### src/rtl/srdhm_operand_mul.sv
// Multi-cycle signed 32x32 multiplier producing {top, bottom} for the rounding-doubling high-half stage.
// Optional SRDHM_OPERAND_MUL_SAT_EN: saturate INT32_MIN*INT32_MIN and add the sat_out port.
module srdhm_operand_mul #(
  parameter int unsigned PP_W = 16
) (
  input  logic        clk,
  input  logic        reset,
  input  logic        in_valid,
  output logic        in_ready,
  input  logic [31:0] in_a,
  input  logic [31:0] in_b,
  output logic        out_valid,
  input  logic        out_ready,
  output logic [31:0] top,
  output logic [31:0] bottom
`ifdef SRDHM_OPERAND_MUL_SAT_EN
  ,
  output logic        sat_out
`endif
);

  localparam int unsigned NCH       = 32 / PP_W;
  localparam int unsigned BEATS     = NCH * NCH;
  localparam int unsigned CNT_W     = (BEATS > 1) ? $clog2(BEATS) : 1;
  localparam logic [CNT_W-1:0] LAST_BEAT = CNT_W'(BEATS - 1);
  localparam logic [31:0] INT_MIN   = 32'h8000_0000;

  typedef enum logic [1:0] {IDLE, ACC, FIX, DONE} state_t;

  state_t            state_q, state_d;
  logic [31:0]       a_mag_q, a_mag_d, b_mag_q, b_mag_d;
  logic              neg_q, neg_d;
  logic [CNT_W-1:0]  beat_q, beat_d;
  logic [63:0]       acc_q, acc_d;
  logic [31:0]       top_d, bottom_d;
  logic              in_ready_d, out_valid_d;
  logic [PP_W-1:0]   a_chunk, b_chunk;
  logic [2*PP_W-1:0] pp;
  logic [63:0]       pp_shifted;
  int unsigned       ci, cj;
`ifdef SRDHM_OPERAND_MUL_SAT_EN
  logic              sat_q, sat_d, sat_out_d;
`endif

  // Chunk selection and the single shared narrow multiplier
  always_comb begin
    ci         = 32'(beat_q) % NCH;
    cj         = 32'(beat_q) / NCH;
    a_chunk    = PP_W'(a_mag_q >> (PP_W * ci));
    b_chunk    = PP_W'(b_mag_q >> (PP_W * cj));
    pp         = (2*PP_W)'(a_chunk) * (2*PP_W)'(b_chunk);
    pp_shifted = 64'(pp) << (PP_W * (ci + cj));
  end

  // Next-state and datapath updates
  always_comb begin
    state_d  = state_q;
    a_mag_d  = a_mag_q;
    b_mag_d  = b_mag_q;
    neg_d    = neg_q;
    beat_d   = beat_q;
    acc_d    = acc_q;
    top_d    = top;
    bottom_d = bottom;
`ifdef SRDHM_OPERAND_MUL_SAT_EN
    sat_d     = sat_q;
    sat_out_d = sat_out;
`endif
    case (state_q)
      IDLE: begin
        if (in_valid && in_ready) begin
          // Two's-complement magnitude; INT_MIN maps to 0x80000000 unsigned
          a_mag_d = in_a[31] ? (~in_a + 32'd1) : in_a;
          b_mag_d = in_b[31] ? (~in_b + 32'd1) : in_b;
          neg_d   = in_a[31] ^ in_b[31];
          beat_d  = '0;
          acc_d   = '0;
`ifdef SRDHM_OPERAND_MUL_SAT_EN
          sat_d   = (in_a == INT_MIN) && (in_b == INT_MIN);
`endif
          state_d = ACC;
        end
      end
      ACC: begin
        acc_d  = acc_q + pp_shifted;
        beat_d = beat_q + CNT_W'(1);
        if (beat_q == LAST_BEAT) state_d = FIX;
      end
      FIX: begin
        {top_d, bottom_d} = neg_q ? (~acc_q + 64'd1) : acc_q;
`ifdef SRDHM_OPERAND_MUL_SAT_EN
        if (sat_q) {top_d, bottom_d} = 64'h3FFF_FFFF_8000_0000;
        sat_out_d = sat_q;
`endif
        state_d = DONE;
      end
      DONE: begin
        if (out_ready) state_d = IDLE;
      end
      default: state_d = IDLE;
    endcase
    in_ready_d  = (state_d == IDLE);
    out_valid_d = (state_d == DONE);
  end

  always_ff @(posedge clk) begin
    if (reset) begin
      state_q   <= IDLE;
      a_mag_q   <= '0;
      b_mag_q   <= '0;
      neg_q     <= 1'b0;
      beat_q    <= '0;
      acc_q     <= '0;
      top       <= '0;
      bottom    <= '0;
      in_ready  <= 1'b1;
      out_valid <= 1'b0;
`ifdef SRDHM_OPERAND_MUL_SAT_EN
      sat_q     <= 1'b0;
      sat_out   <= 1'b0;
`endif
    end else begin
      state_q   <= state_d;
      a_mag_q   <= a_mag_d;
      b_mag_q   <= b_mag_d;
      neg_q     <= neg_d;
      beat_q    <= beat_d;
      acc_q     <= acc_d;
      top       <= top_d;
      bottom    <= bottom_d;
      in_ready  <= in_ready_d;
      out_valid <= out_valid_d;
`ifdef SRDHM_OPERAND_MUL_SAT_EN
      sat_q     <= sat_d;
      sat_out   <= sat_out_d;
`endif
    end
  end

endmodule

### config.mk
export PLATFORM = sky130hd
export DESIGN_NAME = srdhm_operand_mul
export DESIGN_NICKNAME = d
export VERILOG_FILES = /design/src/rtl/srdhm_operand_mul.sv
export SDC_FILE = /design/constraint.sdc
export NUM_CORES = 1
export LEC_CHECK = 0
export ABC_CLOCK_PERIOD_IN_PS = 10100
export BUFFER_PORTS_ARGS = -buffer_cell sky130_fd_sc_hd__buf_4
export CORE_MARGIN = 4
export CORE_UTILIZATION = 50
export CTS_CLUSTER_SIZE = 10
export DETAILED_ROUTE_END_ITERATION = 12
export PLACE_DENSITY = 0.8
export REMOVE_ABC_BUFFERS = 1
export SLEW_MARGIN = 20
export SYNTH_ARGS = -nofsm -noshare
export SYNTH_HDL_FRONTEND = slang
export SYNTH_SLANG_ARGS = --single-unit
### constraint.sdc
create_clock -name clk -period 10.1 [get_ports clk]
set_clock_uncertainty 0.1 [all_clocks]
set_input_delay 2.02 -clock clk [delete_from_list [all_inputs] [get_ports clk]]
set_output_delay 2.02 -clock clk [all_outputs]
set_load 0.01 [all_outputs]
# [After elaboration in Yosys (flattened, before gate mapping)]
# Index checks and enable logic that the tools add are counted.
[classes] add_sub_neg=6 mul=1 n_eq_ne=6 shift=3 mux=11 n_bitwise=4 reduce_logical=6
[op_table] cell="64-bit 2-to-1 mux" n=2
[op_table] cell="64-bit case mux with 2 select lines" n=1
[op_table] cell="32-bit by 1-bit adder with 32-bit output, second input constant" n=2
[op_table] cell="64-bit by 1-bit adder with 64-bit output, second input constant" n=1
[op_table] cell="64-bit adder" n=1
[op_table] cell="32-bit 2-to-1 mux" n=2
[op_table] cell="32-bit NOT" n=2
[op_table] cell="64-bit NOT" n=1
[op_table] cell="32-bit by 6-bit << shifter with 64-bit output" n=1
[op_table] cell="32-bit by 5-bit >> shifter with 16-bit output" n=2
[op_table] cell="16-bit by 16-bit multiplier with 32-bit output" n=1
[op_table] cell="2-bit equality test, second input constant" n=4
[op_table] cell="2-bit 2-to-1 mux" n=4
[op_table] cell="2-bit case mux with 4 select lines" n=1
[op_table] cell="2-bit zero test" n=2
[op_table] cell="2-bit case mux with 2 select lines" n=1
[op_table] cell="2-bit AND reduction" n=2
[op_table] cell="1-bit by 1-bit adder with 2-bit output" n=1
[op_table] cell="2-bit by 1-bit adder with 2-bit output, second input constant" n=1
[op_table] cell="2-bit by 1-bit equality test with 1-bit output, second input constant" n=1
[op_table] cell="2-bit inequality test, second input constant" n=1
[op_table] cell="2-bit nonzero test" n=1
[op_table] cell="1-bit logical AND" n=1
[op_table] cell="1-bit XOR" n=1
[totals] regBits=199 inputBits=68 out_inout_bits=66 wordCells=47

# [Logic depth before layout (Yosys ltp)]
[logic_depth] ltp_word=5 ltp_mapped=42 ltp_nobuf=38

# [Least setup slack after synthesis]
# OpenSTA, ideal clock, no wires.
[synth_path] path_type="register to register" start="register beat_q[0]" end="register acc_q[62]" setup_time_ps=74 arrival_ps=9836 required_ps=9926 path_slack_ps=90 stages_incl_launch_ff=41 path_buffers=4 cell_sequence="dfxtp_1 > clkbuf_1 > clkbuf_1 > buf_1 > mux2i_1 > nor2_1 > fa_1 > inv_1 > fa_1 > fa_1 > inv_1 > fa_1 > fa_1 > inv_1 > fa_1 > inv_1 > ha_1 > a21o_1 > (+5 left out) > a21o_1 > a31o_2 > nor4b_1 > a21oi_1 > a21oi_1 > ha_1 > clkbuf_1 > and3_1 > nand2_1 > nor2_1 > nor2_1 > o31ai_1 > a21oi_1 > nor3_1 > a211o_1 > a311oi_1 > mux2_2 > o21ai_0"
[synth_between] elab_chain_len=5 elab_cells_between_ends=6
[synth_lines] item="from (decl)" line="33" text="logic [CNT_W-1:0] beat_q, beat_d;"
[synth_lines] item="from (signal assigned)" line="127" text="beat_q <= beat_d;"
[synth_lines] item="32-bit by 5-bit >> shifter with 16-bit output" line="49" text="a_chunk = PP_W'(a_mag_q >> (PP_W * ci));"
[synth_lines] item="16-bit by 16-bit multiplier with 32-bit output" line="51" text="pp = (2*PP_W)'(a_chunk) * (2*PP_W)'(b_chunk);"
[synth_lines] item="32-bit by 6-bit << shifter with 64-bit output *" line="52" text="pp_shifted = 64'(pp) << (PP_W * (ci + cj));"
[synth_lines] item="64-bit adder *" line="85" text="acc_d = acc_q + pp_shifted;"
[synth_lines] item="64-bit case mux with 2 select lines *" line="69" text="case (state_q)"
[synth_lines] item="to (signal assigned)" line="113" text="acc_q <= '0;"
[synth_lines] item="to (signal assigned)" line="128" text="acc_q <= acc_d;"
[synth_lines] item="to (decl)" line="34" text="logic [63:0] acc_q, acc_d;"
# Mark *: on every way between the ends. The rest lies on a longest branch, timed or not.
# A chain may end at the register's enable or synchronous reset.

# [Final worst setup path]
[layout_path] start="register beat_q[1]" end="register acc_q[62]"
[layout_between] elab_chain_len=5 elab_cells_between_ends=6
[layout_lines] item="32-bit by 5-bit >> shifter with 16-bit output" line="50" text="b_chunk = PP_W'(b_mag_q >> (PP_W * cj));"
[layout_lines] item="16-bit by 16-bit multiplier with 32-bit output" line="51"
[layout_lines] item="32-bit by 6-bit << shifter with 64-bit output *" line="52"
[layout_lines] item="64-bit adder *" line="85"
[layout_lines] item="64-bit case mux with 2 select lines *" line="69"
# Marked as above.

==> impl_metrics.ini <==
[detailed_routing]
first_pass_iters = 6
drt_iter0_drc = 1469
num_vias = 20298
ant_nets = 0
vias_per_cell = 5.868
wl_um = 68520
wl_per_cell_um = 19.81
drc = 0

[critical_path]
endpoint_kind = flop
reg2reg_from = beat_q[1]$_SDFFE_PP0P_
cp-start-kind = flop
cpMaxStageDelayCell = fa_1
required_ps = 10420
critPathKind = reg2reg
worst_r2r_endpoint = acc_q[62]$_SDFFE_PP0P_
crit_path_max_fanout = 23
crit_path_max_incr_delay_ps = 560
r2r_slack_ps = 310
r2r_cells = 35
path_common_cell = fa_1
crit_arrival_ps = 10110
startpoint = beat_q[1]$_SDFFE_PP0P_

[timing]
worstMarginPinSlew_ps = 1071
slew_headroom_pct = 28.35
hold_viol = 0
period_share_pct = 96.96
clock.fmax_mhz = 102.1
setup_viol = 0
slew_violations = 0
setup_tns_ps = 0
period_minus_slack_ps = 9793
hold_ws_ps = 354.4
layout_setup_ws_ps = 307.4

[synthesis]
yosys_warnings = 0
ys_seq_area_share_pct = 17.83
synth_edf_count = 0
synthArstFlopShare_pct = 0
postSynthCellCount = 2784
netlist-cell-type-count = 65
synth_area_um2 = 22340
ys_ff_latch = 199
syn_avg_cell_area_um2 = 8.024
ys.flop_type = dfxtp_1

[hold_path]
hold_path_class = reg2reg
holdCritStartpoint = top[11]$_SDFFE_PP0N_
hold_path_end = top[11]$_SDFFE_PP0N_
hold_path_depth = 2

[global_route]
grt_overflow = 0
grt_max_degree = 104
grt_pass1_wl_um = 107500
grt_pass1_vias = 19900
antenna_found_initial = 0
grt_usage_pct = 28.36

[floorplan]
die_x_um = 219.4
num_rows = 77
fp.dieH_um = 219.4
fp.dieArea_um2 = 48120
fp.coreArea_um2 = 44220
start_util_pct = 50.52
io_pins = 134

[pwr]
power.density_nw_per_um2 = 149.7
ir_drop_mv = 0.1281
p_leak_nw = 11.15

[place]
globalplace.congestion = 1.047
port_buffers = 133
dp_hpwl_um = 55040
dp_slack_ps = 60.82

[clock_tree]
clock_latency_ps = 500
clockRootBuffer = clkbuf_16
path_clk_slew_ps = 80
cts_buffers = 17
cts_htree_levels = 4
holdBufCountCts = 0
cts.sinks = 199
cts_max_path_buffers = 2
cts_tree = done

[run_status]
status = finished, final reports clean

[finish]
nets = 3288
drive_above_1_share_pct = 10.81
insertedDiodeCount = 0
area_growth_pct = 11.06

[job]
maxCapViolations = 0
-- area by class of cell --
type                            count  area, um2
Clock buffer                       18      439.2
Clock inverter                     14      185.2
Sequential cell                   199       3985
Inverter                          258      968.4
Multi-Input combinational cell   2189      17010
Tap cell                          592      740.7
Timing Repair Buffer              189       1480
Fill cell                        4081      19410
-- synth_stat cells, types with 15 or more instances --
library cell / instances / share of area (%)
o21bai_1: 18 / 0.60
a21o_1: 57 / 1.9
o21a_1: 17 / 0.57
a211oi_1: 115 / 3.9
fa_1: 195 / 17
ha_1: 171 / 9.6
dfxtp_1: 199 / 18
or3_1: 28 / 0.78
or4_1: 21 / 0.71
nor2_1: 305 / 5.1
mux2_2: 32 / 1.6
nand2b_1: 25 / 0.70
nor2b_1: 28 / 0.78
xor2_1: 133 / 5.2
nand2_1: 334 / 5.6
mux2i_1: 43 / 1.9
o22ai_1: 17 / 0.48
and3_1: 22 / 0.62
xnor2_1: 65 / 2.5
a31oi_1: 17 / 0.48
a21oi_1: 158 / 3.5
o21ai_0: 113 / 2.5
o41ai_1: 22 / 0.86
clkbuf_1: 127 / 2.1
nand3_1: 56 / 1.3
or2_2: 15 / 0.42
and2_1: 19 / 0.53
inv_1: 258 / 4.3
nor3_1: 23 / 0.52
o31ai_1: 40 / 1.3
nand4_1: 18 / 0.50
-- stage by stage --
stage	power [mW]	instance area, um2	instances	util [%]
CTS	3.693	24640	3455	55.73
detailed placement	2.952	24020	3423	54.31
global placement	2.914	24020	3423	54.31
floorplan	2.316	21820	2646	-
global route	3.954	24810	3459	56.10
finish	3.714	24810	3459	56.10
-- flip-flops by register name, indices dropped and copies added, names as in the netlist --
signal / cells
b_mag_q: 32
in_ready: 1
beat_q: 2
neg_q: 1
bottom: 32
top: 32
acc_q: 64
out_valid: 1
a_mag_q: 32
state_q: 2
-- critical path, delay by kind of cell (launching register included) --
family                     cells  cell delay [ps]
DFF                            1              380
AOI/OAI and AO/OA             14             2790
adders and majority gates      8             3690
muxes                          3             1210
xor gates and xnor gates       1              130
and+or+nand+nor                5             1040
buffers and inverters          4              360
-- cell usage in the layout (no fill, tap or decap), drive strengths merged, types with 18 or more instances in the layout --
cell type  instances
nand2            334
and2              19
inv              264
o21bai            18
nor3              23
o21ai            114
and3              22
a211oi           115
nand3             56
clkbuf            18
nand2b            26
o41ai             24
o31ai             41
nor2             305
or3               30
buf              189
a21oi            158
fa               195
mux2              32
mux2i             43
xnor2             65
a21o              57
ha               171
nand4             18
or4               22
xor2             133
dfxtp            199
nor2b             28
-- report_power, final --
part / total (mW) / switching, mW / internal [mW] / leakage, nW
clock network: 0.730 / 0.348 / 0.382 / 0.299
registers: 0.897 / 0.0623 / 0.835 / 1.62
logic: 2.09 / 1.32 / 0.769 / 9.23
total: 3.71 / 1.73 / 1.99 / 11.1
-- logic make-up (layout without fill, tap and decap cells) --
kind of cell	after synthesis	count (layout)	share of synthesized area (%)
AOI/OAI and AO/OA	624	624	18.37
xor gates and xnor gates	198	198	7.763
adders and majority gates	366	366	27.05
buffers and inverters	396	479	6.654
DFF	199	199	17.83
muxes	75	75	3.540
and+or+nand+nor	926	926	18.79
-- worst max path at each step --
stage,end,slack (ps),cells after the start
after global routing,acc_q[63]$_SDFFE_PP0P_,-20,35
after CTS,acc_q[62]$_SDFFE_PP0P_,10,36
final,acc_q[62]$_SDFFE_PP0P_,310,35
after detailed placement,acc_q[62]$_SDFFE_PP0P_,60,36
after floorplan,acc_q[57]$_SDFFE_PP0P_,70,34
after global placement,acc_q[62]$_SDFFE_PP0P_,240,37
-- timing repair --
item | in CTS | in global routing
setup buffers | 0 | 4
resized for setup | 0 | 28
endpoints found under the setup margin | 0 | 17
-- per-layer routing --
metal  routed length (um)  GRT usage, %
met1                28490         35.62
met2                32430         47.63
met3                 4283         4.639
met4                 3320         13.42
met5                    0             0
Power figures use the tool's default switching activity.
